$ cat config.mk
export PLATFORM = sky130hd
export DESIGN_NAME = parity_tx_serial
export DESIGN_NICKNAME = d
export VERILOG_FILES = /design/src/rtl/parity_pkg.sv /design/src/rtl/parity_gen.sv /design/src/rtl/parity_tx_serial.sv
export SDC_FILE = /design/constraint.sdc
export NUM_CORES = 1
export LEC_CHECK = 0
export ABC_AREA = 1
export BUFFER_PORTS_ARGS = -buffer_cell sky130_fd_sc_hd__buf_4
export CORE_UTILIZATION = 30
export DETAILED_ROUTE_END_ITERATION = 10
export HOLD_SLACK_MARGIN = 0.03
export SYNTH_ARGS = -nofsm -noshare
export SYNTH_HDL_FRONTEND = slang
export SYNTH_HIERARCHICAL = 1
export SYNTH_SLANG_ARGS = --single-unit
$ cat constraint.sdc
create_clock -name clk -period 1.4 [get_ports clk]
set_clock_uncertainty 0.15 [all_clocks]
set_input_delay 0.14 -clock clk [delete_from_list [all_inputs] [get_ports clk]]
set_output_delay 0.14 -clock clk [all_outputs]
set_load 0.01 [all_outputs]
$ cat src/rtl/parity_pkg.sv
// ---------------------------------------------------------------------------
// parity_pkg
//
// Purpose:
//   Definitions shared by the parity transmitter and the receiving checker.
//   The frame FSM encoding, the parity-mode constants and a helper that turns
//   the raw XOR reduction into the final transmitted parity bit all live here.
//   Both ends therefore agree on what "even" and "odd" mean.
//
// Contents:
//   state_t     - frame FSM states (IDLE, SHIFT, PARITY)
//   PAR_EVEN    - parity mode 0: parity bit = ^data
//   PAR_ODD     - parity mode 1: parity bit = ~^data
//   apply_mode  - converts an accumulated XOR into the parity bit for a mode
// ---------------------------------------------------------------------------
package parity_pkg;

  // Frame FSM states. The encodings are fixed so that the checker side can
  // decode the same values.
  typedef enum logic [1:0] {
    IDLE   = 2'd0,
    SHIFT  = 2'd1,
    PARITY = 2'd2
  } state_t;

  // Parity-mode selectors.
  localparam bit PAR_EVEN = 1'b0;
  localparam bit PAR_ODD  = 1'b1;

  // The accumulator always holds the plain XOR of the data bits. Odd mode
  // inverts that value, which gives the XNOR reduction, so a frame of all
  // zeros carries a 1.
  function automatic logic apply_mode(input logic acc, input bit mode);
    return (mode == PAR_ODD) ? ~acc : acc;
  endfunction

endpackage

$ cat src/rtl/parity_gen.sv
// ---------------------------------------------------------------------------
// parity_gen
//
// Purpose:
//   One step of the running parity calculation. It folds one data bit into
//   the accumulated parity. This block only performs the XOR. The transmitter
//   applies the odd-mode inversion when it drives the parity bit out.
//
// Ports:
//   acc       in   1  parity accumulated over the bits sent so far
//   data_bit  in   1  bit being transmitted this cycle
//   next_p    out  1  accumulated parity including data_bit
// ---------------------------------------------------------------------------
module parity_gen (
  input  logic acc,
  input  logic data_bit,
  output logic next_p
);

  assign next_p = acc ^ data_bit;

endmodule

$ cat src/rtl/parity_tx_serial.sv
// ---------------------------------------------------------------------------
// parity_tx_serial
//
// Purpose:
//   Serial transmitter with a valid/ready handshake. It accepts a parallel
//   word, sends it out one bit per clock with the LSB first, and then sends
//   one parity bit. A frame therefore has WIDTH+1 cycles with s_valid high.
//   The transmitter can accept a new word while the parity bit of the
//   current frame is on the line. With a continuous source, frames follow
//   each other with no gap.
//
// Parameters:
//   WIDTH  data word width in bits (>= 1)
//   ODD    parity mode: PAR_EVEN (bit = ^data) or PAR_ODD (bit = ~^data)
//
// Ports:
//   clk       in   1      rising-edge clock
//   reset     in   1      asynchronous, active-high reset
//   in_data   in   WIDTH  word to transmit, sampled on the accepting edge
//   in_valid  in   1      source has a word
//   in_ready  out  1      transmitter can take a word this cycle
//   s         out  1      serial data or parity bit (registered)
//   s_valid   out  1      s carries a bit this cycle (registered)
//   s_last    out  1      s carries the parity bit (registered)
// ---------------------------------------------------------------------------
module parity_tx_serial
  import parity_pkg::*;
#(
  parameter int WIDTH = 4,
  parameter bit ODD   = PAR_EVEN
) (
  input  logic             clk,
  input  logic             reset,
  input  logic [WIDTH-1:0] in_data,
  input  logic             in_valid,
  output logic             in_ready,
  output logic             s,
  output logic             s_valid,
  output logic             s_last
);

  // The counter must reach WIDTH, so it needs $clog2(WIDTH+1) bits.
  localparam int CNT_W = $clog2(WIDTH + 1);
  localparam logic [CNT_W-1:0] LAST_CNT = CNT_W'(WIDTH - 1);

  state_t           state;
  logic [WIDTH-1:0] shreg;
  logic [WIDTH-1:0] shreg_next;
  logic             parity;
  logic             next_p;
  logic [CNT_W-1:0] count;
  logic             accept;

  // in_ready depends only on the state. A word can be accepted in IDLE and
  // also in PARITY, which allows back-to-back frames. A source that waits
  // for in_ready before raising in_valid therefore adds no combinational
  // loop.
  assign in_ready = (state != SHIFT);
  assign accept   = in_valid & in_ready;

  // Shifting right moves the next bit into position 0. This is also correct
  // for WIDTH = 1, where no bit follows.
  assign shreg_next = shreg >> 1;

  // Running parity over the bit that is on the line this cycle.
  parity_gen u_parity_gen (
    .acc      (parity),
    .data_bit (shreg[0]),
    .next_p   (next_p)
  );

  // Frame FSM with the datapath and the registered outputs.
  // The outputs are loaded one edge early with the bit for the following
  // cycle, so s always equals shreg[0] while in SHIFT. When a word is
  // accepted, in_data[0] goes straight onto s. On the edge that leaves the
  // last data bit, the complete parity, with the mode applied, goes onto s.
  always_ff @(posedge clk or posedge reset) begin
    if (reset) begin
      state   <= IDLE;
      shreg   <= '0;
      parity  <= 1'b0;
      count   <= '0;
      s       <= 1'b0;
      s_valid <= 1'b0;
      s_last  <= 1'b0;
    end else begin
      case (state)
        IDLE: begin
          if (accept) begin
            state   <= SHIFT;
            shreg   <= in_data;
            parity  <= 1'b0;
            count   <= '0;
            s       <= in_data[0];
            s_valid <= 1'b1;
            s_last  <= 1'b0;
          end
        end

        SHIFT: begin
          shreg  <= shreg_next;
          parity <= next_p;
          count  <= count + CNT_W'(1);
          if (count == LAST_CNT) begin
            // next_p already includes the last data bit.
            state   <= PARITY;
            s       <= apply_mode(next_p, ODD);
            s_valid <= 1'b1;
            s_last  <= 1'b1;
          end else begin
            s       <= shreg_next[0];
            s_valid <= 1'b1;
            s_last  <= 1'b0;
          end
        end

        PARITY: begin
          if (accept) begin
            // Back-to-back: the next frame starts immediately after this
            // parity bit, with no idle cycle.
            state   <= SHIFT;
            shreg   <= in_data;
            parity  <= 1'b0;
            count   <= '0;
            s       <= in_data[0];
            s_valid <= 1'b1;
            s_last  <= 1'b0;
          end else begin
            state   <= IDLE;
            s       <= 1'b0;
            s_valid <= 1'b0;
            s_last  <= 1'b0;
          end
        end

        default: begin
          state   <= IDLE;
          s       <= 1'b0;
          s_valid <= 1'b0;
          s_last  <= 1'b0;
        end
      endcase
    end
  end

endmodule

==> results <==
- At the worst endpoint, the arrival time is approximately 1.4 ns.
- The critical path goes through ha_2 > ha_4 > inv_1 > nand2_1 > nand2_1 > nand2_1 > nand2_1 > nand2_1 > nand2_1.
- The number of inserted diodes is 0.
- The total power is 0.00195 W.
- The depth of the worst register-to-register path is 9.
- The worst hold path stage count is 5.
- The type of element capturing the critical path is a flop.
- The cell area power density is about 2200 nW/um^2.
- Detailed placement ended at an HPWL of about 900 um.
- After synthesis, the largest area contributor takes up roughly 52% of total cell area.
- The number of global-route vias before repair is 570.
- The required time reported for the critical path endpoint is about 1.5 ns.
- The number of hold violations in the final report is 0.
- The overall die area is between 2000 and 2500 um^2.
- The number of input and output port buffers inserted is 10.
- After synthesis the netlist holds a flip-flop and latch count of 13.
- The leftover overflow at the end of global routing is 0.
- The worst-case IR drop observed on VDD is a little under 900 uV.
- The total wire length is approximately 1.4 mm.
- Counting stages on the worst path, the most repeated cell is sky130_fd_sc_hd__nand2_1.
- Along the worst path, the maximum fanout reaches 3.
- Yosys printed 6 warnings.
- At the pin with the least slew margin, the transition time is 0.510 ns.
- The deepest level of the CTS H-tree is 1.
- The wire length per cell is around 11 um.
- Entering global routing, the biggest net connects 14 pins.
- The synthesized netlist contains 15 unique library cells.
- For this run, the detailed router's first-pass iteration total came to 3.
- The total nets after synthesis is 85.
- The flow ran to the end, and the final reports show no timing, DRC or antenna violations.
- The part of the cycle the worst path needs is a little over nine tenths.
- The number of antenna violations at the first check in global routing is 0.
- The clock transition at the register clock pins on the worst setup and hold paths after CTS is roughly 0.08 ns.
- Counting the fill cells in the layout gives roughly 200.
- The placement-stage worst setup slack is 0.0228 ns.
- Clock tree synthesis inserted a total of 3 buffers.
- The vertical extent of the die is roughly 48 um.
- The final standard cell utilization of the core is 45.3%.
- At the end of the flow, the number of nets in the layout was ~110.
- The congestion estimate from routability-driven global placement came to between 0.7 and 0.8.
- Summed over all cells, the static leakage comes to roughly 0.46 nW.
- Synthesis produced between 70 and 80 cells.
- The final routed DRC violation total is 0.
- In the global route stage, overall resource usage came out at between 10% and 20%.
- The maximum count of clock buffers along a single path is 2.
- TritonCTS built the clock tree.
- Row generation in the floorplan step produced 16 rows.
- The dominant cell type by area after synthesis is sky130_fd_sc_hd__dfrtp_1.
- The clock drives 13 sinks.
- The critical path is of the flop to flop type.
- The type of element launching the critical path is a flop.
- The worst setup margin is roughly 0.055 ns.
- The final critical-path required period is approximately 1.3 ns.
- Across the run, the number of max-cap violations was 0.
- In this design, the stage delay of the slowest critical-path cell is 0.39 ns.
- By area the synthesized netlist is led by sky130_fd_sc_hd__dfrtp_1 (52%), sky130_fd_sc_hd__nand2_1 (20%), sky130_fd_sc_hd__inv_1 (5.4%), sky130_fd_sc_hd__ha_1 (4.0%), sky130_fd_sc_hd__nand2_8 (3.2%).
- The die outline width is 47.6 um.
- The number of I/O pins is 11.
- The later-pin clock latency in the skew report is roughly 0.27 ns.
- The core region is around 2000 um^2.
- The mapped netlist covers roughly 620 um^2.
- The maximum clock frequency is 744 MHz.
- Summing the sequential cell areas from Yosys gives between 50 and 60% of the chip area.
- Once detail routing completed, the nets flagged for antenna violations numbered 0.
- The routed layout has 548 vias.
- The first-pass GRT wire length is about 2.3 mm.
- The tree is rooted in a sky130_fd_sc_hd__clkbuf_4.
- The initial cell density of the core is roughly a third.
- The max-slew violation total from the final report came to 0.
- The worst slew margin relative to its limit is about two thirds.
- For the final routed database, the setup TNS stands at 0 ns.
- Across all hold checks on the routed design, the worst slack comes to about 0.06 ns.
- Dividing the synthesized area by the synthesized cell count gives between 8 and 9 um^2.
- The worst hold path class is input port to flop.
- The final count of negative-setup-slack endpoints is 0.
- The synthesis-to-finish area growth is 42.8%.
- The proportion of layout cells with a drive suffix above 1 is 27.2%.
- The library cell contributing the largest single delay on the critical path is sky130_fd_sc_hd__dfrtp_1.
- The routed via count divided by cell count is between 4 and 5.
- For this block, the initial DRC count from the detailed router was 6.
synth_stat cells, drive strengths merged:
library cell / count
a21oi: 1
dfrtp: 13
ha: 2
inv: 12
nand2: 35
nand3: 2
nor2: 3
nor3: 1
o21ai: 6
o22ai: 1
stage by stage:
step | area, um^2 | cells
2_1_floorplan | 623 | 76
3_3_place_gp | 754 | 116
3_5_place_dp | 754 | 116
4_1_cts | 856 | 128
5_1_grt | 890 | 130
6_report | 890 | 130
path summary, 6_finish.rpt:
kind	to	start	slack, ns
min in group asynchronous	s$_DFFE_PP0P_	reset	0.30
max in group asynchronous	count[0]$_DFFE_PP0P_	reset	0.46
setup reg to reg	s$_DFFE_PP0P_	count[1]$_DFFE_PP0P_	0.06
hold reg to reg	s_valid$_DFFE_PP0P_	s_valid$_DFFE_PP0P_	0.33
setup / recovery	s$_DFFE_PP0P_	count[1]$_DFFE_PP0P_	0.06
hold / removal	s$_DFFE_PP0P_	in_data[0]	0.06
final cells by class:
class	instances	area (um^2)	share of cell area [%]
flip-flops and latches	13	325	36.6
multi-input cells	51	263	29.5
repair buffers	23	189	21.2
inverters	12	52.6	5.91
well taps	27	33.8	3.80
clock buffers	4	26.3	2.95
registers in the layout, indices dropped and copies added (netlist names):
| signal | count |
|---|---|
| s_valid | 1 |
| s_last | 1 |
| shreg | 4 |
| s | 1 |
| count | 3 |
| state | 2 |
| parity | 1 |
power breakdown:
part	internal (W)	switching [W]	total, W
Combinational	0.000488	0.000576	0.00106
Clock	0.000110	0.000128	0.000239
Sequential	0.000544	0.000101	0.000645
cell usage in the layout, fill, tap and decap left out:
cell                             n
sky130_fd_sc_hd__nand2_8         1
sky130_fd_sc_hd__inv_4           3
sky130_fd_sc_hd__clkbuf_1        1
sky130_fd_sc_hd__ha_2            1
sky130_fd_sc_hd__ha_4            1
sky130_fd_sc_hd__dfrtp_1        13
sky130_fd_sc_hd__dlygate4sd3_1   5
sky130_fd_sc_hd__nand3_1         2
sky130_fd_sc_hd__clkbuf_4        3
sky130_fd_sc_hd__nor2_1          2
sky130_fd_sc_hd__o21ai_0         4
sky130_fd_sc_hd__buf_6           1
sky130_fd_sc_hd__buf_4          17
sky130_fd_sc_hd__o21ai_1         2
sky130_fd_sc_hd__o22ai_1         1
sky130_fd_sc_hd__nor3_1          1
sky130_fd_sc_hd__a21oi_1         1
sky130_fd_sc_hd__nor2_4          1
sky130_fd_sc_hd__nand2_1        34
sky130_fd_sc_hd__inv_1           9
worst max-delay path: cells and delay by family, from the launching register on:
family,cells,cell delay [ns]
flops,1,0.39
fa+ha+maj,2,0.36
simple gates,6,0.32
buf+inv,1,0.06
routing by layer:
metal	vias up	track usage (%)	part of all wire, %
met2	9	27.9	51
met4	0	8.33	1.3
met5	-	0	0
li1	286	-	-
met3	2	3.40	2.2
met1	251	16.7	45
logic make-up (layout without fill, tap and decap cells):
group | Yosys count | in the layout | synth area share (%)
and+or+nand+nor | 41 | 41 | 29.1
adders and majority gates | 2 | 2 | 4.02
DFF | 13 | 13 | 52.2
AOI/OAI and AO/OA | 8 | 8 | 6.63
buffers and inverters | 12 | 39 | 8.03
timing repair:
action,in CTS,in global routing
endpoints found under the hold margin,16,0
resized for setup,1,4
pin swaps,1,2
setup endpoints to repair,2,4
setup buffers,3,2
hold buffers,5,0
Power figures use the tool's default switching activity.
